File: src/rtl/mem_bus_bridge_pkg.sv
// Shared definitions for the MEM-stage bus bridge: FSM state encodings, access size
// codes and the alignment/address helpers also used by loadselect/storeselect.
package mem_bus_bridge_pkg;

    typedef enum logic [2:0] {
        ST_IDLE  = 3'd0,
        ST_REQ   = 3'd1,
        ST_WAIT  = 3'd2,
        ST_DONE  = 3'd3,
        ST_DRAIN = 3'd4
    } state_t;

    localparam logic [1:0] SZ_BYTE = 2'b00;
    localparam logic [1:0] SZ_HALF = 2'b01;
    localparam logic [1:0] SZ_WORD = 2'b10;

    // Size code 11 is illegal and behaves exactly like a word access.
    function automatic logic is_misaligned(input logic [1:0] size, input logic [1:0] lsb);
        case (size)
            SZ_BYTE: is_misaligned = 1'b0;
            SZ_HALF: is_misaligned = lsb[0];
            default: is_misaligned = (lsb != 2'b00);
        endcase
    endfunction

    function automatic logic [31:0] bus_address(input logic [1:0] size, input logic [31:0] addr);
        if (size == SZ_BYTE || size == SZ_HALF)
            bus_address = addr;
        else
            bus_address = {addr[31:2], 2'b00};
    endfunction

endpackage

File: src/rtl/mem_bus_bridge_watchdog.sv
// Saturating transaction-age counter with a sticky timeout flag; only reset clears the flag.
module mem_bus_bridge_watchdog #(
    parameter int WAIT_MAX = 64
) (
    input  logic clk,
    input  logic rst,
    input  logic clear,
    input  logic enable,
    output logic timeout
);

    localparam int CW = $clog2(WAIT_MAX + 1);
    localparam logic [CW-1:0] CNT_MAX = CW'(WAIT_MAX);

    logic [CW-1:0] count;

    always_ff @(posedge clk or negedge rst) begin
        if (!rst) begin
            count   <= '0;
            timeout <= 1'b0;
        end else if (clear) begin
            count <= '0;
        end else if (enable && count != CNT_MAX) begin
            count <= count + 1'b1;
            if (count == CNT_MAX - 1'b1)
                timeout <= 1'b1;
        end
    end

endmodule

File: src/rtl/mem_bus_bridge.sv
// MEM-stage data-memory bridge: one pipeline load/store becomes one split
// addr_ok/data_ok bus transaction, stalling the pipeline until the response returns.
//
//  state    | meaning
//  ---------+-----------------------------------------------------------
//  ST_IDLE  | no transaction; launches a request for a legal cpu_en access
//  ST_REQ   | bus_req asserted, fields frozen, waiting for addr_ok
//  ST_WAIT  | request accepted, waiting for data_ok
//  ST_DONE  | response taken, pipeline advances this cycle
//  ST_DRAIN | flushed after acceptance; swallow the orphan data_ok
module mem_bus_bridge
    import mem_bus_bridge_pkg::*;
#(
    parameter int WAIT_MAX = 64
) (
    input  logic        clk,
    input  logic        rst,
    input  logic        cpu_en,
    input  logic [3:0]  cpu_wen,
    input  logic [1:0]  cpu_size,
    input  logic [31:0] cpu_addr,
    input  logic [31:0] cpu_wdata,
    input  logic        flush_i,
    output logic [31:0] cpu_rdata,
    output logic        stall_o,
    output logic        addr_err,
    output logic        bus_req,
    output logic        bus_wr,
    output logic [1:0]  bus_size,
    output logic [31:0] bus_addr,
    output logic [31:0] bus_wdata,
    input  logic        bus_addr_ok,
    input  logic        bus_data_ok,
    input  logic [31:0] bus_rdata,
    output logic        bus_timeout
);

    state_t state;
    logic   misaligned;
    logic   launch;
    logic   wd_enable;

    assign misaligned = is_misaligned(cpu_size, cpu_addr[1:0]);
    assign addr_err   = (state == ST_IDLE) && cpu_en && misaligned;
    assign launch     = (state == ST_IDLE) && cpu_en && !flush_i && !misaligned;
    assign wd_enable  = (state == ST_REQ) || (state == ST_WAIT) || (state == ST_DRAIN);

    always_comb begin
        stall_o = 1'b0;
        case (state)
            ST_IDLE:  stall_o = launch;
            ST_REQ:   stall_o = 1'b1;
            ST_WAIT:  stall_o = 1'b1;
            ST_DONE:  stall_o = 1'b0;
            // The killed access no longer owns MEM; only a new instruction there must wait.
            ST_DRAIN: stall_o = cpu_en;
            default:  stall_o = 1'b0;
        endcase
    end

    always_ff @(posedge clk or negedge rst) begin
        if (!rst) begin
            state     <= ST_IDLE;
            bus_req   <= 1'b0;
            bus_wr    <= 1'b0;
            bus_size  <= 2'b00;
            bus_addr  <= '0;
            bus_wdata <= '0;
            cpu_rdata <= '0;
        end else begin
            case (state)
                ST_IDLE: begin
                    if (launch) begin
                        bus_req   <= 1'b1;
                        bus_wr    <= |cpu_wen;
                        bus_size  <= cpu_size;
                        bus_addr  <= bus_address(cpu_size, cpu_addr);
                        bus_wdata <= cpu_wdata;
                        state     <= ST_REQ;
                    end
                end
                ST_REQ: begin
                    if (flush_i && !bus_addr_ok) begin
                        bus_req <= 1'b0;
                        state   <= ST_IDLE;
                    end else if (bus_addr_ok) begin
                        bus_req <= 1'b0;
                        if (bus_data_ok) begin
                            if (!bus_wr)
                                cpu_rdata <= bus_rdata;
                            state <= ST_DONE;
                        end else begin
                            state <= flush_i ? ST_DRAIN : ST_WAIT;
                        end
                    end
                end
                ST_WAIT: begin
                    if (bus_data_ok) begin
                        if (!bus_wr)
                            cpu_rdata <= bus_rdata;
                        state <= ST_DONE;
                    end else if (flush_i) begin
                        state <= ST_DRAIN;
                    end
                end
                ST_DONE: state <= ST_IDLE;
                ST_DRAIN: begin
                    if (bus_data_ok)
                        state <= ST_IDLE;
                end
                default: begin
                    bus_req <= 1'b0;
                    state   <= ST_IDLE;
                end
            endcase
        end
    end

    mem_bus_bridge_watchdog #(
        .WAIT_MAX (WAIT_MAX)
    ) u_watchdog (
        .clk     (clk),
        .rst     (rst),
        .clear   (launch),
        .enable  (wd_enable),
        .timeout (bus_timeout)
    );

endmodule
File: config.mk
export PLATFORM = sky130hd
export DESIGN_NAME = mem_bus_bridge
export DESIGN_NICKNAME = d
export VERILOG_FILES = /design/src/rtl/mem_bus_bridge_pkg.sv /design/src/rtl/mem_bus_bridge_watchdog.sv /design/src/rtl/mem_bus_bridge.sv
export SDC_FILE = /design/constraint.sdc
export NUM_CORES = 1
export LEC_CHECK = 0
export BUFFER_PORTS_ARGS = -buffer_cell sky130_fd_sc_hd__buf_2
export CAP_MARGIN = 25
export CORE_MARGIN = 2
export CORE_UTILIZATION = 50
export DETAILED_ROUTE_END_ITERATION = 8
export PLACE_DENSITY = 0.95
export SYNTH_ARGS = -nofsm -noshare
export SYNTH_HDL_FRONTEND = slang
export SYNTH_SLANG_ARGS = --single-unit
File: constraint.sdc
create_clock -name clk -period 5.29 [get_ports clk]
set_clock_uncertainty 0.05 [all_clocks]
set_input_delay 1.058 -clock clk [delete_from_list [all_inputs] [get_ports clk]]
set_output_delay 1.058 -clock clk [all_outputs]
set_load 0.01 [all_outputs]
### After elaboration in Yosys (flattened, before gate mapping)

Index checks and enable logic that the tools add are counted.

| cells by class | value |
|---|---|
| bitwise operators | 2 |
| add/sub/neg operators | 1 |
| div/mod/pow operators | 0 |
| reduce and logical (&&, ||, !) cells | 25 |
| order comparisons | 0 |
| mux-type cells | 23 |
| equal/unequal tests | 13 |
| multipliers | 0 |
| shifts and indexed selects | 0 |

Operators with widths:

| operator | number |
|---|---|
| $mux W32 | 4 |
| $pmux W32 S2 | 1 |
| $mux W3 | 8 |
| $mux W7 | 2 |
| $pmux W3 S4 | 1 |
| $reduce_and A3 Y1 | 3 |
| $ne A2 B2 Y1 const B | 4 |
| $add A7 B1 Y7 const B | 1 |
| $eq A7 B6 Y1 const B | 1 |
| $ne A7 B7 Y1 const B | 1 |
| $eq A3 B2 Y1 const B | 2 |
| $logic_and A1 B1 Y1 | 6 |
| $pmux W1 S3 | 2 |
| $reduce_bool A2 Y1 | 3 |
| $reduce_and A4 Y1 | 1 |
| $reduce_or A4 Y1 | 1 |
| $eq A3 B1 Y1 const B | 1 |
| $eq A3 B3 Y1 const B | 1 |
| $logic_not A1 Y1 | 3 |
| $logic_not A3 Y1 | 1 |
| $logic_or A1 B1 Y1 | 3 |
| $mux W1 | 3 |
| $ne A3 B2 Y1 const B | 1 |
| $ne A3 B3 Y1 const B | 1 |
| other kinds (8) | 9 |

| storage, ports and cells | value |
|---|---|
| flip-flop bits (word level) | 111 |
| bits of input ports | 108 |
| memories kept | 0 |
| output and inout port bits | 103 |
| ROM bits | 0 |
| latch bits | 0 |
| word-level logic and storage cells | 73 |
| memory bits (writable) | 0 |

### Longest topological paths before layout

Gate-level depths: netlist of run 1.

| logic depth | value |
|---|---|
| depth after elaboration | 6 |
| mapped depth | 8 |
| depth with buffers taken out | 5 |

### Modules after synthesis

Synthesis of run 1 repeated with hierarchy kept, for this count alone.

| second synthesis, totals | value |
|---|---|
| cells, all modules | 314 |
| area total of the unflattened synthesis | 4799.6 sq um |

Modules (own cells, without submodules):

| module | cells an instance | times used | area an instance (sq um) | sequential area each (sq um) |
|---|---|---|---|---|
| mem_bus_bridge | 267 | 1 | 4335.4 | 2577.5 |
| mem_bus_bridge_watchdog | 47 | 1 | 464.2 | 200.2 |

### Worst setup path before layout of run 1

Ideal clock, no wire load.

| timing path | value |
|---|---|
| path kind | input to output |
| start point | input port cpu_size[1] |
| end point | output port stall_o |
| required time | 4182 ps |
| path buffers | 0 |
| slack | 2370 ps |
| stages | 4 |
| arrival time | 1812 ps |
| path through | o21ai_0 > and3_1 > nor2_1 > o21ai_0 |

| between the ends | value |
|---|---|
| word-level cells in the longest chain between the ends | 5 |
| elaborated cells on any way between the ends | 6 |
| classes of those cells | eq/ne (1); mux (2); reduce/logical (3) |

RTL lines:

| element | line | text |
|---|---|---|
| from (decl) | mem_bus_bridge.sv:20 | `input logic [1:0] cpu_size,` |
| $eq A2 B1 Y1 or $logic_not A2 Y1 (tied branches) | mem_bus_bridge_pkg.sv:19 | `case (size)` |
| $pmux W1 S2 * | mem_bus_bridge_pkg.sv:19 |  |
| $logic_not A1 Y1 * | mem_bus_bridge.sv:45 | `assign launch = (state == ST_IDLE) && cpu_en && !flush_i && !misaligned;` |
| $logic_and A1 B1 Y1 * | mem_bus_bridge.sv:45 |  |
| $pmux W1 S3 * | mem_bus_bridge.sv:50 | `case (state)` |
| to (decl) | mem_bus_bridge.sv:25 | `output logic stall_o,` |

Mark *: on every way between the ends. The rest lies on a longest branch, timed or not.

### Worst setup path after layout of run 1

Same ends and word-level chain as after synthesis.

==> key figures, run 1 <==
Critical path
  • Worst path bufs/invs: 2
  • Reg2Reg Setup Slack: 3.10 ns
  • CP Max Fanout: 5
  • CP max stage delay: 0.40 ns
  • Critical path depth: 6
  • Top delay family on crit path: compound AO/OA/AOI/OAI gates
  • Setup crit start kind: input pin
  • CP endpoint kind: primary output
  • Reg-to-Reg Start: state[1]
  • Slowest library cell on the worst path: o21ai_0
  • R2R depth: 4
  • Worst setup path startpoint: cpu_size[1]
  • Worst Path Class, Setup: input pin to primary output
  • Critical Path AT: roughly 2.3 ns
  • Critical Path Sink: stall_o
  • Worst EP required: 4.18 ns
  • Terminus of the critical flop-to-flop path: cpu_rdata[5]
  • Critical Path, Cell by Cell: buf_2 -> o21ai_0 -> and3_1 -> nor2_1 -> o21ai_0 -> buf_2

Outcome
  • Status: finished, final reports clean

Power and ir drop
  • P_leak: 3.248 nW
  • Combinational Power Share: 0.375
  • Design Power: approximately 3.2 mW
  • Seq pwr share: 0.468
  • Sw Pwr: roughly 1.2 mW
  • Int Pwr: 1.986 mW
  • Power share of the clock group: 0.157
  • Maximum vdd drop: approximately 0.25 mV
  • Switching part of the total: 0.3775
  • Pwr/cell area: between 500 and 600 nW/um^2

Layout
  • Final net count: about 750
  • FF+latch area: ~2800 um^2
  • Layout area overhead: 28.54%
  • Proportion of layout cells with a drive suffix above 1: 0.3642
  • Multi-input logic area: 1588 um^2
  • # fillers: 669
  • Commonest non-fill, non-tap cell in the layout: buf_2
  • Post-route cell area: 5822 um^2
  • N_diodes: 0
  • Most frequent cells in the layout: buf_2 (209), nand2_1 (201), dfrtp_1 (111)

Placement
  • RePlAce Congestion: 0.8934
  • Pre-CTS WS: slightly below 2 ns
  • Area after DPL: 5623 um^2
  • Number of I/O port buffers: 210
  • Hpwl dp: 7947 um

Drt
  • Post-DRT Antenna Nets: 0
  • Starting DRT DRC Count: 109
  • Final WL: 10680 um
  • DR pass1 iterations: 6
  • DRC violations left: 0
  • Vias: 3763
  • Wire length per cell after detailed routing: 14.13 um
  • Vias/cell: 4.978

Clock network
  • Hold bufs inserted after CTS: 0
  • Clock Latency Late Sink: approximately 0.36 ns
  • CTS tree: yes
  • Setup Fix Bufs, Post-CTS: 0
  • CTS resizes: 0
  • CTS Buf Count: 9
  • Clk sinks: 111
  • CTS max path bufs: 2
  • Clock transition at path regs: 0.11 ns
  • Clk root buf: clkbuf_8
  • H-tree levels: 3

STA
  • Setup TNS: 0 ns
  • RSZ-0062 raised after global routing: no
  • Tcrit/Tclk final: 0.6365
  • Measured slew at the worst slew-check pin: roughly 0.90 ns
  • Final Slew Violations: 0
  • Fin worst setup slack: 1.923 ns
  • Final Hold Fails: 0
  • Setup violations, final: 0
  • Crit path time final: around 3.4 ns
  • Slew HR: 0.4017
  • Fmax: between 200 and 300 MHz

Worst hold path
  • Hold_sp: u_watchdog.timeout
  • Hold/Removal Path Class: flop to flop

Synth
  • Synth warn: 0
  • Post-synth EDFFs: 0
  • Cell taking the most area after synthesis: dfrtp_1
  • Asr flop ratio synth: 1.000
  • Avg Cell Area, Syn: approximately 10 um^2
  • Yosys cell types: 40
  • Syn Nets: 550
  • #FFs+latches synth: 111
  • Synth Flop Type: dfrtp_1
  • Top-area cell type share of the netlist area: 0.6133
  • Area contributors post-synth: dfrtp_1 (61%), nand2_1 (17%), mux2_1 (8.0%)
  • Register area share after synthesis: 0.6133
  • Synth Cell Area: about 4500 um^2
  • Post-Synthesis Cells: 440

Global routing
  • Vias in the first global route: about 3700
  • GRT overflow: 0
  • Initial antenna violation count: 0
  • First-pass GRT wire length: 17220 um
  • Largest net degree at the start of global routing: 74
  • Global Route Usage Sum: 0.2168

Run
  • Max_cap viols: 0

Floorplanning
  • Die H: 99.18 um
  • Full die area: around 9800 um^2
  • Num rows: 34
  • Initial Utilization: 0.5168
  • Ports: 211
  • Die W: 99.18 um
  • Core area: 8763 um^2
registers in the layout, indices dropped and copies added (netlist names):
signal	count
bus_wdata	32
bus_size	2
bus_wr	1
cpu_rdata	32
state	3
u_watchdog.count	7
bus_addr	32
bus_req	1
u_watchdog.timeout	1
synth_stat cells, types with 2 or more instances:
library cell and instances:
inv_1 7, buf_4 3, mux2i_1 2, nand2_1 201, xnor2_1 2, nor2_1 10, ha_1 2, and3_1 2
dfrtp_1 111, clkbuf_1 8, buf_2 6, buf_6 5, o21ai_0 7, nand3_1 5, nand3b_1 2, a21oi_1 6
mux2_1 32, nand2b_1 4, o31ai_1 2, or3_1 2, nor4_1 2
per-stage QoR:
step           hold slack [ns]  std cells  utilization
4_1_cts                 0.4279        756       0.6643
2_1_floorplan           0.4120        440            -
3_3_place_gp            0.3981        739       0.6393
3_5_place_dp            0.4020        740       0.6416
6_report                0.4221        756       0.6643
5_1_grt                 0.4578        756       0.6643
tightest hold or removal path, stage by stage (launching register included):
cell     delay (ns)
dfrtp_1        0.36
inv_1          0.04
o31ai_1        0.05
power by group through the flow:
stage	clock, mW	sequential (mW)	combinational, mW
CTS	0.516	1.49	1.22
global route	0.547	1.54	1.33
finish	0.501	1.49	1.19
floorplan	0	1.64	0.513
global placement	0	1.47	1.16
detailed placement	0	1.50	1.22
layer usage:
| metal | global-route usage | wire length (um) |
|---|---|---|
| met5 | 0 | 0 |
| met4 | 0.07060 | 199 |
| met3 | 0.05411 | 838 |
| met2 | 0.3857 | 5332 |
| met1 | 0.2587 | 4312 |
worst min path at each step:
stage | endpoint | cells after the start
2_1_floorplan | u_watchdog.timeout | 1
3_3_place_gp | u_watchdog.timeout | 2
3_5_place_dp | u_watchdog.timeout | 2
4_1_cts | u_watchdog.timeout | 2
5_1_grt | cpu_rdata[22] | 1
6_report | u_watchdog.timeout | 2
cells by family after synthesis:
kind of cell,synth area share
and+or+nand+nor,0.2127
DFF,0.6133
muxes,0.08398
buffers and inverters,0.03646
AOI/OAI and AO/OA,0.04420
xor gates and xnor gates,0.003868
adders and majority gates,0.005524
layout make-up:
cell class | count | share of cell area
flip-flops and latches | 111 | 0.4771
inverters | 7 | 0.004513
clock buffers | 11 | 0.02600
multi-input cells | 300 | 0.2727
clock inverters | 5 | 0.008167
repair buffers | 214 | 0.1883
well taps | 108 | 0.02321
(Power assumes the default switching activity.)
==> run 2, diff against run 1 <==
--- a/config.mk
+++ b/config.mk
@@ -8,9 +8,9 @@
 export BUFFER_PORTS_ARGS = -buffer_cell sky130_fd_sc_hd__buf_2
 export CAP_MARGIN = 25
 export CORE_MARGIN = 2
-export CORE_UTILIZATION = 50
+export CORE_UTILIZATION = 42
 export DETAILED_ROUTE_END_ITERATION = 8
-export PLACE_DENSITY = 0.95
+export PLACE_DENSITY = 0.86
 export SYNTH_ARGS = -nofsm -noshare
 export SYNTH_HDL_FRONTEND = slang
 export SYNTH_SLANG_ARGS = --single-unit
==> constraint.sdc (replaced) <==
create_clock -name clk -period 2.7 [get_ports clk]
set_clock_uncertainty 0.05 [all_clocks]
set_input_delay 0.54 -clock clk [delete_from_list [all_inputs] [get_ports clk]]
set_output_delay 0.54 -clock clk [all_outputs]
set_load 0.01 [all_outputs]
==> run 2 against run 1 <==
  * Combinational power is 98% higher
  * Wire length rose by 1.9%
  * Flip-flop and latch count unchanged
  * Global-route usage shrank 2.7 points
  * First-iteration DRC count increased by 47%
  * Non-clock buffer count up 2
  * Setup slack worse by 1.5 ns
  * Utilization is 9.6 points lower
  * Count of clock-buffer cells in the layout shrank 2
==> key figures, run 2 (synthesized netlist as in run 1, its figures left out) <==
Clock network
  • CTS max path bufs: 2 (unchanged)
  • Setup Fix Bufs, Post-CTS: 0 (unchanged)
  • CTS tree: yes
  • CTS Buf Count: 9 (unchanged)
  • Clk sinks: 111 (unchanged)
  • H-tree levels: 3 (unchanged)
  • CTS resizes: 0 (unchanged)
  • Clock transition at path regs: 0.12 ns (about the same)
  • Hold bufs inserted after CTS: 0 (unchanged)
  • Clk root buf: clkbuf_8
  • Clock Latency Late Sink: 0.37 ns (about the same)

Layout
  • Multi-input logic area: 1588 um^2 (unchanged)
  • Layout area overhead: 30.64%
  • Top flop regs: bus_addr (32), bus_wdata (32), cpu_rdata (32)
  • FF+latch area: 2778 um^2 (unchanged)
  • Commonest non-fill, non-tap cell in the layout: buf_2
  • N_diodes: 0 (unchanged)
  • # fillers: 909 (+36%)
  • Most frequent cells in the layout: buf_2 (209), nand2_1 (201), dfrtp_1 (111)
  • Final net count: 755 (+0.27%)
  • Proportion of layout cells with a drive suffix above 1: 0.3662 (+0.001956)

Floorplanning
  • Initial Utilization: 0.4348 (-0.08201)
  • Die W: 107.8 um (+8.7%)
  • Core area: 10420 um^2 (+19%)
  • Ports: 211 (unchanged)
  • Full die area: 11630 um^2 (+18%)
  • Num rows: 37 (+8.8%)
  • Die H: 107.8 um (+8.7%)

Drt
  • Vias/cell: 4.810 (-3.4%)
  • Starting DRT DRC Count: 160 (+47%)
  • DR pass1 iterations: 4 (-2)
  • Wire length per cell after detailed routing: 13.85 um (-2.0%)
  • Final WL: 10890 um (+1.9%)
  • Post-DRT Antenna Nets: 0 (unchanged)
  • DRC violations left: 0 (unchanged)
  • Vias: 3781 (+0.48%)

Critical path
  • CP Max Fanout: 13 (+8)
  • R2R depth: 4 (unchanged)
  • Setup crit start kind: flop
  • Terminus of the critical flop-to-flop path: cpu_rdata[25]
  • Worst Path Class, Setup: flop to primary output
  • Critical Path AT: 1.68 ns (-0.58 ns)
  • Worst EP required: 2.11 ns (-2.07 ns)
  • CP endpoint kind: primary output
  • Reg2Reg Setup Slack: 0.51 ns (-2.59 ns)
  • Reg-to-Reg Start: state[1]

STA
  • Crit path time final: 2.269 ns
  • Final Hold Fails: 0 (unchanged)
  • Final Slew Violations: 0 (unchanged)
  • Min Hold Slack: 0.1069 ns (-0.3152 ns)
  • RSZ-0062 raised after global routing: no
  • Tcrit/Tclk final: 0.8402
  • Setup TNS: 0 ns (unchanged)
  • Slew HR: 0.6039 (+0.2022)
  • Measured slew at the worst slew-check pin: 0.5942 ns (-0.3032 ns)
  • Fmax: 440.8 MHz
  • Setup violations, final: 0 (unchanged)

Run
  • Max_cap viols: 0 (unchanged)

Global routing
  • Largest net degree at the start of global routing: 75 (+1.4%)
  • Global Route Usage Sum: 0.1896 (-0.02727)
  • Met2 GRT Util: 0.3360 (-0.04963)
  • Met3 Use GR: 0.04843 (-0.005685)
  • First-pass GRT wire length: 17380 um (+0.96%)
  • Global routing's busiest layer: met2
  • Initial antenna violation count: 0 (unchanged)
  • Vias in the first global route: 3884 (+3.9%)
  • GRT overflow: 0 (unchanged)
  • Met1 usage: 0.2137 (-0.04496)

Power and ir drop
  • Maximum vdd drop: 0.5057 mV (+100%)
  • P_leak: 3.279 nW (+0.98%)
  • Design Power: 6.364 mW (+100%)
  • Pwr/cell area: 1076 nW/um^2 (+96%)

Worst hold path
  • Hold/Removal Path Class: input pin to async pin

Placement
  • Hpwl dp: 8037 um (+1.1%)
  • RePlAce Congestion: 0.7499 (-16%)
  • Number of I/O port buffers: 210 (unchanged)

Outcome
  • Status: finished, final reports clean
run 2: cell types whose count changed in the layout (fill, tap and decap cells not counted):
cell,delta
bufinv_16,+1
clkbuf_8,-2
clkinvlp_4,-1
clkinv_4,-1
inv_6,+2
buf_12,+2
clkinv_8,+1
run 2: worst max path at each step:
stage / from / endpoint / cells past startpoint
5_1_grt: cpu_size[1] / stall_o / 6
3_3_place_gp: cpu_size[1] / stall_o / 6
4_1_cts: state[1] / addr_err / 3
6_report: state[1] / addr_err / 3
2_1_floorplan: cpu_size[1] / stall_o / 4
3_5_place_dp: cpu_size[1] / stall_o / 6
run 2: per-layer routing:
| metal | vias to the layer above | wire [um] |
|---|---|---|
| met3 | 20 | 832 |
| met2 | 157 | 5487 |
| li1 | 1813 | - |
| met1 | 1791 | 4349 |
| met4 | 0 | 216 |
| met5 | - | 0 |
run 2: critical path, cell delays in order (launching register included):
cell      delay (ns)
dfrtp_1         0.53
nor4b_2         0.39
a21boi_0        0.22
buf_2           0.16
run 2: report_power, final:
group          total, mW  switching (mW)  internal [mW]
sequential          2.92           0.494           2.43
combinational       2.36            1.30           1.07
clock               1.08           0.619          0.460
run 2: area by class of cell:
type                       count  area share
sequential                   111      0.4694
multi-input combinational    300      0.2683
timing repair buffer         216      0.1920
tap                          136     0.02876
clock buffer                   9     0.02093
clock inverter                 7     0.01607
inverter                       7    0.004441
run 2: per-stage QoR:
| stage | setup WS (ns) | area, um^2 | utilization | instances |
|---|---|---|---|---|
| after floorplan | 0.8158 | 4529 | - | 440 |
| after global placement | 0.4878 | 5698 | 0.5470 | 770 |
| after detailed placement | 0.4459 | 5698 | 0.5470 | 770 |
| after CTS | 0.3871 | 5917 | 0.5680 | 786 |
| after global routing | 0.2978 | 5917 | 0.5680 | 786 |
| final | 0.4314 | 5917 | 0.5680 | 786 |
==> run 3, diff against run 2 <==
--- a/config.mk
+++ b/config.mk
@@ -8,9 +8,9 @@
 export BUFFER_PORTS_ARGS = -buffer_cell sky130_fd_sc_hd__buf_2
 export CAP_MARGIN = 25
 export CORE_MARGIN = 2
-export CORE_UTILIZATION = 42
+export CORE_UTILIZATION = 47
 export DETAILED_ROUTE_END_ITERATION = 8
-export PLACE_DENSITY = 0.86
+export PLACE_DENSITY = 0.91
 export SYNTH_ARGS = -nofsm -noshare
 export SYNTH_HDL_FRONTEND = slang
 export SYNTH_SLANG_ARGS = --single-unit
==> constraint.sdc (replaced) <==
create_clock -name clk -period 2.35 [get_ports clk]
set_clock_uncertainty 0.05 [all_clocks]
set_input_delay 0.47 -clock clk [delete_from_list [all_inputs] [get_ports clk]]
set_output_delay 0.47 -clock clk [all_outputs]
set_load 0.01 [all_outputs]
==> run 3 against run 2 <==
  * Sequential power is 15% higher
  * Register-to-register slack worse by 0.20 ns
  * Wire length hardly changed
  * Total power is 12% higher
  * Cell count is 0.89% lower
  * Sequential share of layout area is 0.28 points higher
  * Die area is 10% lower
  * Clock power is 5% lower
  * Global-route usage is 1.6 points higher
  * Highest routed layer unchanged
==> key figures, run 3 (synthesized netlist as in run 1, its figures left out) <==
Outcome
  • Status: finished, final reports clean

Global routing
  • GRT overflow: 0 (unchanged)
  • First-pass GRT wire length: 17050 um (-1.9%)
  • Vias in the first global route: 3773 (-2.9%)
  • Initial antenna violation count: 0 (unchanged)
  • Largest net degree at the start of global routing: 75 (unchanged)
  • Global Route Usage Sum: 0.2060 (+0.01641)

Placement
  • Number of I/O port buffers: 210 (unchanged)
  • Area after DPL: 5702 um^2 (about the same)
  • Hpwl dp: 8137 um (+1.2%)
  • RePlAce Congestion: 0.7564 (+0.87%)

Layout
  • N_diodes: 0 (unchanged)
  • Proportion of layout cells with a drive suffix above 1: 0.3631 (-0.003077)
  • Layout area overhead: 29.86%
  • Most frequent cells in the layout: buf_2 (209), nand2_1 (201), dfrtp_1 (111)
  • Final net count: 756 (+0.13%)
  • Post-route cell area: 5882 um^2 (-0.59%)
  • Commonest non-fill, non-tap cell in the layout: buf_2
  • Top flop regs: bus_addr (32), bus_wdata (32), cpu_rdata (32)
  • # fillers: 778 (-14%)
  • Fin util: 0.6336 (+0.06551)

Critical path
  • R2R depth: 4 (unchanged)
  • Terminus of the critical flop-to-flop path: cpu_rdata[6]
  • Reg2Reg Setup Slack: 0.31 ns (-0.20 ns)
  • Top delay family on crit path: flip-flops
  • Worst EP required: 1.83 ns (-0.28 ns)
  • CP Max Fanout: 11 (-2)
  • Worst Path Class, Setup: flop to primary output
  • Worst path bufs/invs: 1 (unchanged)
  • Critical Path, Cell by Cell: nor4b_2 -> a21boi_0 -> buf_2
  • Critical Path Sink: addr_err
  • Slowest library cell on the worst path: dfrtp_1
  • Critical path depth: 3 (unchanged)
  • Setup crit start kind: flop
  • CP endpoint kind: primary output
  • Reg-to-Reg Start: state[1]
  • Critical Path AT: 1.66 ns (-0.02 ns)
  • Worst setup path startpoint: state[0]
  • CP max stage delay: 0.52 ns (about the same)

Worst hold path
  • Hold/Removal Path Class: input pin to flop

Drt
  • Final WL: 10890 um (about the same)
  • Wire length per cell after detailed routing: 13.98 um (+0.97%)
  • Post-DRT Antenna Nets: 0 (unchanged)
  • Vias/cell: 4.864 (+1.1%)
  • DR pass1 iterations: 4 (unchanged)
  • Vias: 3789 (+0.21%)
  • DRC violations left: 0 (unchanged)
  • Starting DRT DRC Count: 89 (-44%)

Clock network
  • CTS max path bufs: 2 (unchanged)
  • H-tree levels: 3 (unchanged)
  • Clk sinks: 111 (unchanged)
  • Clk root buf: clkbuf_8
  • Clock transition at path regs: 0.11 ns (about the same)
  • CTS Buf Count: 9 (unchanged)
  • Clock Latency Late Sink: 0.36 ns (about the same)
  • CTS tree: yes
  • Setup Fix Bufs, Post-CTS: 0 (unchanged)

Power and ir drop
  • Combinational Power Share: 0.385 (+0.014)
  • Switching part of the total: 0.3786 (about the same)
  • Sw Pwr: 2.695 mW (+12%)
  • P_leak: 3.259 nW (-0.62%)
  • Int Pwr: 4.424 mW (+12%)
  • Pwr/cell area: 1210 nW/um^2 (+13%)
  • Design Power: 7.119 mW (+12%)
  • Power share of the clock group: 0.145 (-0.025)
  • Maximum vdd drop: 0.5533 mV (+9.4%)
  • Seq pwr share: 0.470 (+0.011)

Run
  • Max_cap viols: 0 (unchanged)

STA
  • Setup violations, final: 0 (unchanged)
  • Setup TNS: 0 ns (unchanged)
  • Fmax: 459.4 MHz
  • Min Hold Slack: 0.2384 ns (+0.1315 ns)
  • RSZ-0062 raised after global routing: no
  • Measured slew at the worst slew-check pin: 0.4406 ns (-0.1536 ns)
  • Crit path time final: 2.177 ns
  • Slew HR: 0.7063 (+0.1024)
  • Final Slew Violations: 0 (unchanged)
  • Tcrit/Tclk final: 0.9262
  • Final Hold Fails: 0 (unchanged)

Floorplanning
  • Core area: 9284 um^2 (-11%)
  • Ports: 211 (unchanged)
  • Die W: 102.2 um (-5.3%)
  • Full die area: 10440 um^2 (-10%)
  • Initial Utilization: 0.4879 (+0.05304)
  • Num rows: 35 (-5.4%)
  • Die H: 102.2 um (-5.3%)
[run 3: cell types whose count changed in the layout (fill, tap and decap cells not counted), sizes merged]
| cell | previous run | this run |
|---|---|---|
| clkinv | 1 | 2 |
| clkinvlp | 0 | 1 |
| clkbuf | 9 | 10 |
| dlygate4sd3 | 0 | 1 |
| bufinv | 1 | 0 |
| inv | 12 | 9 |
[run 3: what timing repair did]
action / CTS / global route
setup endpoints to repair: 0 / 0
resized for setup: 0 / 0
hold buffers: 1 / 0
hold endpoints to repair: 25 / 0
[run 3: cell type report]
class	instances	area (um^2)	area share
clock inverters	5	42.54	0.007233
inverters	7	26.28	0.004467
repair buffers	217	1159	0.1970
clock buffers	10	127.6	0.02170
well taps	129	161.4	0.02744
multi-input cells	300	1588	0.2699
flip-flops and latches	111	2778	0.4722
[run 3: routing by layer]
| layer | track usage | vias up | wire [um] |
|---|---|---|---|
| li1 | - | 1824 | - |
| met4 | 0.06462 | 0 | 174 |
| met5 | 0 | - | 0 |
| met1 | 0.2360 | 1791 | 4324 |
| met3 | 0.05951 | 17 | 845 |
| met2 | 0.3720 | 157 | 5551 |
[run 3: stage by stage]
stage / setup slack (ns) / instances
after floorplan: 0.5088 / 440
after CTS: 0.1622 / 779
final: 0.1733 / 779
after detailed placement: 0.2305 / 763
after global placement: 0.2459 / 763
after global routing: 0.05137 / 779
[run 3: worst reg2reg max path, stage by stage, from the launching register on]
cell,delay [ns]
dfrtp_1,0.53
nand3b_2,0.31
a2111oi_4,0.41
buf_12,0.25
mux2_1,0.37
[run 3: worst min path at each step]
stage	startpoint	end	slack [ns]	cells past startpoint
4_1_cts	cpu_wdata[1]	bus_wdata[1]	0.22	3
3_3_place_gp	rst	bus_addr[18]	0.36	1
6_report	cpu_addr[16]	bus_addr[16]	0.24	3
2_1_floorplan	rst	bus_addr[0]	0.12	0
5_1_grt	cpu_addr[30]	bus_addr[30]	0.22	3
3_5_place_dp	rst	bus_addr[19]	0.36	1
[run 3: power groups by stage]
stage | combinational [mW] | sequential (mW) | clock (mW)
floorplan | 1.16 | 3.69 | 0
global placement | 2.65 | 3.31 | 0
detailed placement | 2.79 | 3.37 | 0
CTS | 2.79 | 3.35 | 1.06
global route | 3.06 | 3.46 | 1.13
finish | 2.74 | 3.35 | 1.03
